===== config.mk =====
export PLATFORM = sky130hd
export DESIGN_NAME = voice_allocator
export DESIGN_NICKNAME = d
export VERILOG_FILES = /design/src/rtl/voice_allocator_pkg.sv /design/src/rtl/voice_allocator_prio_enc48.sv /design/src/rtl/voice_allocator.sv
export SDC_FILE = /design/constraint.sdc
export NUM_CORES = 1
export LEC_CHECK = 0
export ABC_AREA = 1
export BUFFER_PORTS_ARGS = -buffer_cell sky130_fd_sc_hd__buf_2
export CELL_PAD_IN_SITES_DETAIL_PLACEMENT = 1
export CELL_PAD_IN_SITES_GLOBAL_PLACEMENT = 1
export CORE_MARGIN = 2
export CORE_UTILIZATION = 39
export DETAILED_ROUTE_END_ITERATION = 10
export GPL_TIMING_DRIVEN = 0
export PLACE_DENSITY = 0.86
export SETUP_SLACK_MARGIN = 0.05
export SYNTH_ARGS = -nofsm -noshare
export SYNTH_HDL_FRONTEND = slang
export SYNTH_HIERARCHICAL = 1
export SYNTH_SLANG_ARGS = --single-unit

===== constraint.sdc =====
create_clock -name clk -period 3.75 [get_ports clk]
set_input_delay 1.125 -clock clk [delete_from_list [all_inputs] [get_ports clk]]
set_output_delay 1.125 -clock clk [all_outputs]
set_load 0.03 [all_outputs]

===== src/rtl/voice_allocator_pkg.sv =====
// Shared types, constants and key/code helpers for the two-channel voice allocator.
package voice_allocator_pkg;

    localparam int NUM_KEYS = 48;
    localparam int CODE_W   = 6;
    localparam int IDX_W    = 6;
    localparam logic [CODE_W-1:0] CODE_SILENT = '0;

    typedef logic [NUM_KEYS-1:0] key_vec_t;

    typedef struct packed {
        logic              busy;
        logic [CODE_W-1:0] code;
    } chan_t;

    function automatic logic [CODE_W-1:0] key_to_code(input logic [IDX_W-1:0] index);
        return index + CODE_W'(1);
    endfunction

    // Only meaningful for a busy channel; code 0 has no key.
    function automatic logic [IDX_W-1:0] code_to_key(input logic [CODE_W-1:0] code);
        return code - CODE_W'(1);
    endfunction

endpackage


===== src/rtl/voice_allocator_prio_enc48.sv =====
// Combinational lowest-set-bit encoder: 48 request lines to a 6-bit index plus valid.
module prio_enc48
    import voice_allocator_pkg::*;
(
    input  logic [NUM_KEYS-1:0] req,
    output logic [IDX_W-1:0]    index,
    output logic                valid
);

    always_comb begin
        // NOTE: defaults first so every path assigns every output; no latch is inferred.
        index = '0;
        valid = 1'b0;
        // Scanning downward lets the lowest set bit win by being written last.
        for (int i = NUM_KEYS - 1; i >= 0; i--) begin
            if (req[i]) begin
                index = IDX_W'(i);
                valid = 1'b1;
            end
        end
    end

endmodule


===== src/rtl/voice_allocator.sv =====
// Shares two tone channels among 48 keys: edge detection, pending queue, free-channel
// allocation with oldest-channel stealing, mono mode and playback flush.
module voice_allocator
    import voice_allocator_pkg::*;
(
    input  logic                clk,
    input  logic                reset,
    input  logic [NUM_KEYS-1:0] keys,
    input  logic                play,
    input  logic                poly_en,
    output logic [CODE_W-1:0]   arbiter1,
    output logic [CODE_W-1:0]   arbiter2,
    output logic [1:0]          voice_busy,
    output logic                steal_pulse
);

    key_vec_t         keys_s, keys_d, pend;
    key_vec_t         rise, fall, req, grant_onehot, pend_d;
    chan_t [1:0]      chan_q, chan_d;
    logic             oldest_q, oldest_d;
    logic             steal_d;
    logic             assign_ch;
    logic [1:0]       busy_rel;
    logic [IDX_W-1:0] cand_idx;
    logic             cand_valid;

    assign rise = keys_s & ~keys_d;
    assign fall = ~keys_s & keys_d;
    // A key released this cycle must never win, even if it is still pending.
    assign req  = (pend | rise) & ~fall;

    prio_enc48 u_cand (
        .req   (req),
        .index (cand_idx),
        .valid (cand_valid)
    );

    always_comb begin
        grant_onehot = cand_valid ? (key_vec_t'(1) << cand_idx) : '0;
        pend_d       = req & ~grant_onehot;
        chan_d       = chan_q;
        oldest_d     = oldest_q;
        steal_d      = 1'b0;
        assign_ch    = 1'b0;

        // Releases are applied before allocation so a freed channel is reusable this cycle.
        for (int v = 0; v < 2; v++) begin
            if (chan_q[v].busy && fall[code_to_key(chan_q[v].code)]) begin
                chan_d[v] = '0;
            end
        end
        if (!poly_en) begin
            chan_d[1] = '0;
        end
        busy_rel = {chan_d[1].busy, chan_d[0].busy};

        if (cand_valid) begin
            if (!poly_en) begin
                steal_d = chan_d[0].busy && (chan_d[0].code != key_to_code(cand_idx));
            end else if (!busy_rel[0]) begin
                assign_ch = 1'b0;
            end else if (!busy_rel[1]) begin
                assign_ch = 1'b1;
            end else begin
                assign_ch = oldest_q;
                steal_d   = 1'b1;
            end
            chan_d[assign_ch] = '{busy: 1'b1, code: key_to_code(cand_idx)};
            oldest_d          = busy_rel[~assign_ch] ? ~assign_ch : assign_ch;
        end else begin
            case (busy_rel)
                2'b10:   oldest_d = 1'b1;
                2'b11:   oldest_d = oldest_q;
                default: oldest_d = 1'b0;
            endcase
        end

        if (play) begin
            chan_d   = '0;
            pend_d   = '0;
            oldest_d = 1'b0;
            steal_d  = 1'b0;
        end
    end

    always_ff @(posedge clk) begin
        // NOTE: non-blocking assignments so every register samples pre-edge values.
        if (reset) begin
            keys_s      <= '0;
            keys_d      <= '0;
            pend        <= '0;
            chan_q      <= '0;
            oldest_q    <= 1'b0;
            steal_pulse <= 1'b0;
        end else begin
            // Sampling continues during playback so held keys show no rise afterwards.
            keys_s      <= keys;
            keys_d      <= keys_s;
            pend        <= pend_d;
            chan_q      <= chan_d;
            oldest_q    <= oldest_d;
            steal_pulse <= steal_d;
        end
    end

    assign arbiter1   = chan_q[0].code;
    assign arbiter2   = chan_q[1].code;
    assign voice_busy = {chan_q[1].busy, chan_q[0].busy};

endmodule


# After elaboration in Yosys (flattened, before gate mapping)
# Index checks and enable logic that the tools add are counted.
# totals
regBits,160
input_bits,52
out_inout_bits,15
# op_classes
addsub,3
order_cmp,5
eq_ne,4
shift,1
muxes,120
bitwise,11
reduce_logical,6
# ops
op,n
$mux 6,48
$and 48x48->48,4
$not 48->48,4
$mux 1,61
$mux 48,1
$or 48x48->48,1
$shl 1x6->48 const A,1
$mux 7,4
$bwmux 14,1
$lt 6x7->1 const B,2
$mux 14,1
$bmux 1 s6,2
$sub 6x1->6 const B,2
$demux 7 s1,1
$add 6x1->6 const B,1
$ne 6x6->1,1
$eq 2x2->1 const B,2
$logic_and 1x1->1,4
$lt 1x2->1 const B,2
$reduce_or 3->1,1
$ne 2x2->1 const B,1
$not 1->1,2
$pmux 1 s2,1
$reduce_or 2->1,1
$ge 1x1->1 const B,1

# Logic depth before layout (Yosys ltp)
# depth
ltp_word,59
mapped_depth,59
depth_no_buf,59

# Hierarchy
# The synthesis kept the hierarchy.
# by_module_without_submodules
module,n_inst,cells_each,area_each_um2,seq_area_each_um2
voice_allocator,1,1041,7370.8,3203.1
prio_enc48,1,165,679.4,0.0

# Least setup slack after synthesis
# Ideal clock, no wire load.
# synth_path
path_type,reg2reg
from,register keys_d[46]
to,register steal_pulse
setup_ns,0.114
arrival_ns,3.935
path_slack_ns,-0.299
path_stages_with_launch,60
path_buffers,0
period_less_slack_ns,4.049
cell_sequence,dfxtp_1 inv_1 maj3_1 inv_1 nand2_1 nand2_1 nand2_1 nand2_1 nand2_1 nand2_1 nand2_1 nand2_1 nand2_1 nand2_1 nand2_1 nand2_1 nand2_1 nand2_1 [24 not listed] nand2_1 nand2_1 nand2_1 nand2_1 nand2_1 nand2_1 nand2_1 a21oi_2 inv_1 nor3_1 nand3_1 xor2_1 nand3b_1 nand2_1 nor2_1 nand3_1 nand2_1 a21oi_2
# synth_via
elab_chain_cells,55
word_cells_on_any_way,117
# synth_lines
item,line,rtl
from (decl),voice_allocator.sv:17,"key_vec_t keys_s, keys_d, pend;"
from (signal assigned),voice_allocator.sv:98,keys_d <= keys_s;
$not 48->48,voice_allocator.sv:27,assign rise = keys_s & ~keys_d;
$and 48x48->48,voice_allocator.sv:27,
$or 48x48->48,voice_allocator.sv:30,assign req = (pend | rise) & ~fall;
$and 48x48->48 *,voice_allocator.sv:30,
net req[46],voice_allocator.sv:18,"key_vec_t rise, fall, req, grant_onehot, pend_d;"
$mux 6 * (47 in a row),voice_allocator_prio_enc48.sv:16,if (req[i]) begin
net cand_idx[0],voice_allocator.sv:24,logic [IDX_W-1:0] cand_idx;
$add 6x1->6 *,voice_allocator_pkg.sv:17,return index + CODE_W'(1);
$ne 6x6->1 *,voice_allocator.sv:59,steal_d = chan_d[0].busy && (chan_d[0].code != key_to_code(cand_idx));
$logic_and 1x1->1 *,voice_allocator.sv:59,
$mux 1 *,voice_allocator.sv:58,if (!poly_en) begin
to (signal assigned),voice_allocator.sv:102,steal_pulse <= steal_d;
to (decl),voice_allocator.sv:14,output logic steal_pulse
# The timed path passes the listed nets; every way through them passes the cells marked *. The select of a mux whose other input is x is not followed.
# A chain may end at the register's enable or synchronous reset.

# Worst setup path in the final report
# Same ends and word-level chain as after synthesis.

==> results.env <==
SYNTH.TOP_CELLS.BY_COUNT='sky130_fd_sc_hd__nor2_1 (227), sky130_fd_sc_hd__inv_1 (214), sky130_fd_sc_hd__nand2_1 (214)'
SYNTH_TOP_FAMILY_BY_AREA='simple AND/OR/NAND/NOR gates'
WORST_PATH_ARRIVAL_TIME_NS=5.26
FIN_TOTAL_PWR_mW=5.00
MAX-SLEW-MARGIN-REL_PCT=21.4
TRITONCTS_CLOCK_TREE='yes'
WORSTSETUPPATHTYPE='reg2reg'
POSTSYNTHNETCOUNT=1266
SYN_AREA_UM2=8050
CPPEAKSTAGEDELAY_NS=0.33
VIAS_PER_CELL=5.37
SYNTH_TOP_CELL_AREA_SHARE_PCT=39.8
MAX_SLEW.WORST_PIN.SLEW_NS=1.18
HP-START='keys_s[46]'
DIE_AREA_UM2=21800
FINAL_WIRELENGTH_UM=31800
POWER.STATIC_LEAKAGE_nW=4.59
VDD_IR_DROP_MAX_V=0.000287
CP_TOP_FAMILY='simple AND/OR/NAND/NOR gates'
DRT_FIRST_ITER_VIOLATIONS=628
CTS.PATH.MAX_BUFFERS=2
FIN_SETUP_TNS_NS=-57.43
CP_DATA_REQUIRED_TIME_NS=4.08
FIN_SKEW_NS=0.0142
XOR_XNOR_SHARE_OF_THE_SYNTHESIZED_AREA_PCT=1.66
CRITICAL_PATH_BUF_INV_COUNT=6
N_FILL_CELL=2580
WARNINGS_FROM_YOSYS=6
POST_CTS_HOLD_BUFFER_COUNT=0
HPWL_UM=20700
OUTCOME='complete, but fails checks'
FLOORPLAN.DIE.HEIGHT_UM=148
SETUP_REPAIR_AFTER_GLOBAL_ROUTING_MISSED_ITS_MARGIN='yes'
FINALCRITPERIODSHARE_PCT=131
AVGROUTEDWIREPERCELL_UM=19.9
SETUP_VIOL_COUNT_FINAL=61
YS_SEQ_ELEMENTS=160
CTS_ROOT_BUF='sky130_fd_sc_hd__clkbuf_16'
NUMPORTBUFFERS=64
HOLD_VIOL=0
CRITICAL_PATH_PEAK_FANOUT=4
FINAL.SETUP.WORST_SLACK_NS=-1.18
IO_PINS=67
CLOCK_SINK_COUNT=160
MEAN_AREA_PER_SYNTHESIZED_CELL_UM2=6.68
FIN_HOLD_WS_NS=0.450
AREA_GROWTH_SYN_TO_LAYOUT_PCT=27.9
LIBRARY_CELL_CONTRIBUTING_THE_LARGEST_SINGLE_DELAY_ON_THE_CRITICAL_PATH='sky130_fd_sc_hd__dfxtp_2'
SKEW_PAIR_LATE_INSERTION_DELAY_NS=0.44
COUNT_OF_DISTINCT_CELL_TYPES_IN_THE_SYNTHESIZED_NETLIST=41
GROUTE.USAGE.OVERALL_PCT=27.7
SYNTH_FA_HA_AREA_SHARE_PCT=3.11
TOP_FLIP_FLOP_CELL_BY_INSTANCE_COUNT_AFTER_SYNTHESIS='sky130_fd_sc_hd__dfxtp_1'
SETUP.WORST_PATH.END_CLASS='flip-flop'
POST_SYNTH_MAIN_AREA_CONTRIBUTORS='sky130_fd_sc_hd__dfxtp_1 (40%), sky130_fd_sc_hd__nor2_1 (11%), sky130_fd_sc_hd__inv_1 (10%)'
CORE-AREA_UM2=20200
FINAL_CELL_AREA_UM2=10300
VIAS=8607
INITIAL_CORE_UTIL_PCT=39.8
FF2FF_PATH_DEPTH=60
REG2REG_SETUP_SLACK_NS=-1.18
HOLD_DEPTH=2
SETUP.WORST_PATH.START_CLASS='flip-flop'
ANTENNA-DIODE-COUNT=0
GRT_FIRST_PASS_WIRELENGTH_UM=46100
DRT_DRC_VIOLATIONS_LEFT=0
VIOLATIONS_IN_THE_FINAL_REPORTS='setup timing'
POWER_PER_CELL_AREA_nW_PER_UM2=486
SYNTH_TOP_CELL_BY_AREA='sky130_fd_sc_hd__dfxtp_1'
FP-ROW-COUNT=52
TIMING.HOLD.WORST_ENDPOINT='keys_d[46]'
WORST_PATH_MOST_REPEATED_CELL='sky130_fd_sc_hd__nand2_1'
YOSYS.CELL_COUNT.TOP_TYPE='sky130_fd_sc_hd__nor2_1'
FINAL_WTD_CONGESTION=0.951
CLKTRANSATPATHREGS_NS=0.07
GLOBALROUTEOVERFLOWTOTAL=0
HOLDCRITPATHCLASS='reg2reg'
DIEWIDTH_UM=148
SYNTH_SEQ_AREA_SHARE_PCT=39.8
YOSYS-MUX-AREA-FRACTION_PCT=0
CRITICAL_PATH.REG2REG.ENDPOINT='steal_pulse'
POST_SYNTH_SIMPLE_GATE_AREA_PCT=32.0
CTS-HTREE-LEVELS=4
REG2REG_FROM='keys_d[46]'
SYNTH-EDFF-COUNT=0
MAX_FREQ_GHz=0.203
DRIVE_ABOVE_1_SHARE_PCT=21.1
POST_SYNTH_INST_COUNT=1206
GRT_PASS1_VIAS=8506
SLEW_VIOL_FINAL=0
POSTSYNTH.ASYNCRESETSHARE_PCT=0
SYNTH_COMPOUND_AREA_SHARE_PCT=10.0
FIRSTDRTPASSITERS=5
POST_DP_CELL_AREA_UM2=8720
POSTROUTEANTENNANETS=0
CTS_BUFFERS=17
FINAL.MIN_CLOCK_PERIOD_NS=4.93
NETS=1379
GRT_MAX_DEGREE=17
GRT_ANTENNA_BEFORE_REPAIR=0
MAX_CAP_VIOL_COUNT=0
==> kinds of logic (layout without fill, tap and decap cells) <==
kind of cell,count (synthesis),count (layout)
AOI/OAI and AO/OA,133,133
and+or+nand+nor,610,610
xor gates and xnor gates,11,11
buffers and inverters,269,395
DFF,160,160
adders and majority gates,23,23
==> cell type report <==
class	instances	area [um^2]	area share [%]
inverters	226	876	8.51
plain buffers	43	229	2.22
well taps	270	338	3.28
repair buffers	94	634	6.16
clock buffers	21	470	4.57
multi-input cells	777	4390	42.6
clock inverters	11	154	1.49
flip-flops and latches	160	3210	31.1
==> repair_timing <==
action                     4_1_cts  5_1_grt
pin swaps                       38       27
setup endpoints to repair       61       62
setup buffers                   19       12
gates resized for setup        112       81
==> state kept, by name, summed over array words and instances, names as in the netlist <==
name	flops
voice_busy	2
keys_d	48
steal_pulse	1
pend	48
keys_s	48
arbiter1	6
arbiter2	6
oldest_q	1
==> report_power, final <==
part           leakage [nW]  switching, mW  total [mW]  internal, mW
sequential             1.32         0.0491        1.82          1.78
combinational          2.99          0.887        1.33         0.446
clock                 0.288          0.741        1.84          1.10
==> tightest hold or removal path, cell delays in order (launching register included) <==
cell and delay [ns]:
sky130_fd_sc_hd__dfxtp_2 0.34, sky130_fd_sc_hd__inv_1 0.05, sky130_fd_sc_hd__nor2_1 0.03
==> layout by cell type, fill, tap and decap left out, drive strengths merged, types with 2 or more instances in the layout <==
cell type	instances
nand3b	3
maj3	15
nand2	220
xor2	8
clkinv	4
dfxtp	160
o311ai	2
clkinvlp	5
nor2	227
nor4	4
ha	8
a21oi	21
nand3	130
o21a	14
o21ai	60
a31oi	10
o211ai	16
clkbuf	41
xnor2	3
a311oi	4
nand4	4
bufinv	3
o31ai	4
inv	225
buf	117
nor3	21
==> worst max-delay path by stage <==
stage | end | from | depth (start not counted)
6_report | steal_pulse | keys_d[46] | 60
5_1_grt | steal_pulse | keys_d[46] | 59
4_1_cts | steal_pulse | keys_d[46] | 59
3_5_place_dp | steal_pulse | keys_s[46] | 58
3_3_place_gp | steal_pulse | keys_s[46] | 58
2_1_floorplan | steal_pulse | keys_d[46] | 59
==> stage by stage <==
step | instances | setup slack (ns) | util, %
final | 1602 | -1.18 | 50.9
after global routing | 1602 | -1.60 | 50.9
after CTS | 1591 | -0.860 | 48.7
after detailed placement | 1540 | -1.14 | 43.1
after global placement | 1540 | -1.07 | 43.1
after floorplan | 1206 | -0.180 | -
==> routing by layer <==
metal	wire length [um]	share of wire (%)	GRT usage, %	vias to the layer above
li1	-	-	-	3989
met5	0	0	0	-
met4	1450	4.6	10.5	0
met1	12800	40	34.0	4167
met2	15400	48	47.5	345
met3	2240	7.0	6.45	106
No activity file was read; power rests on OpenSTA's default activity.
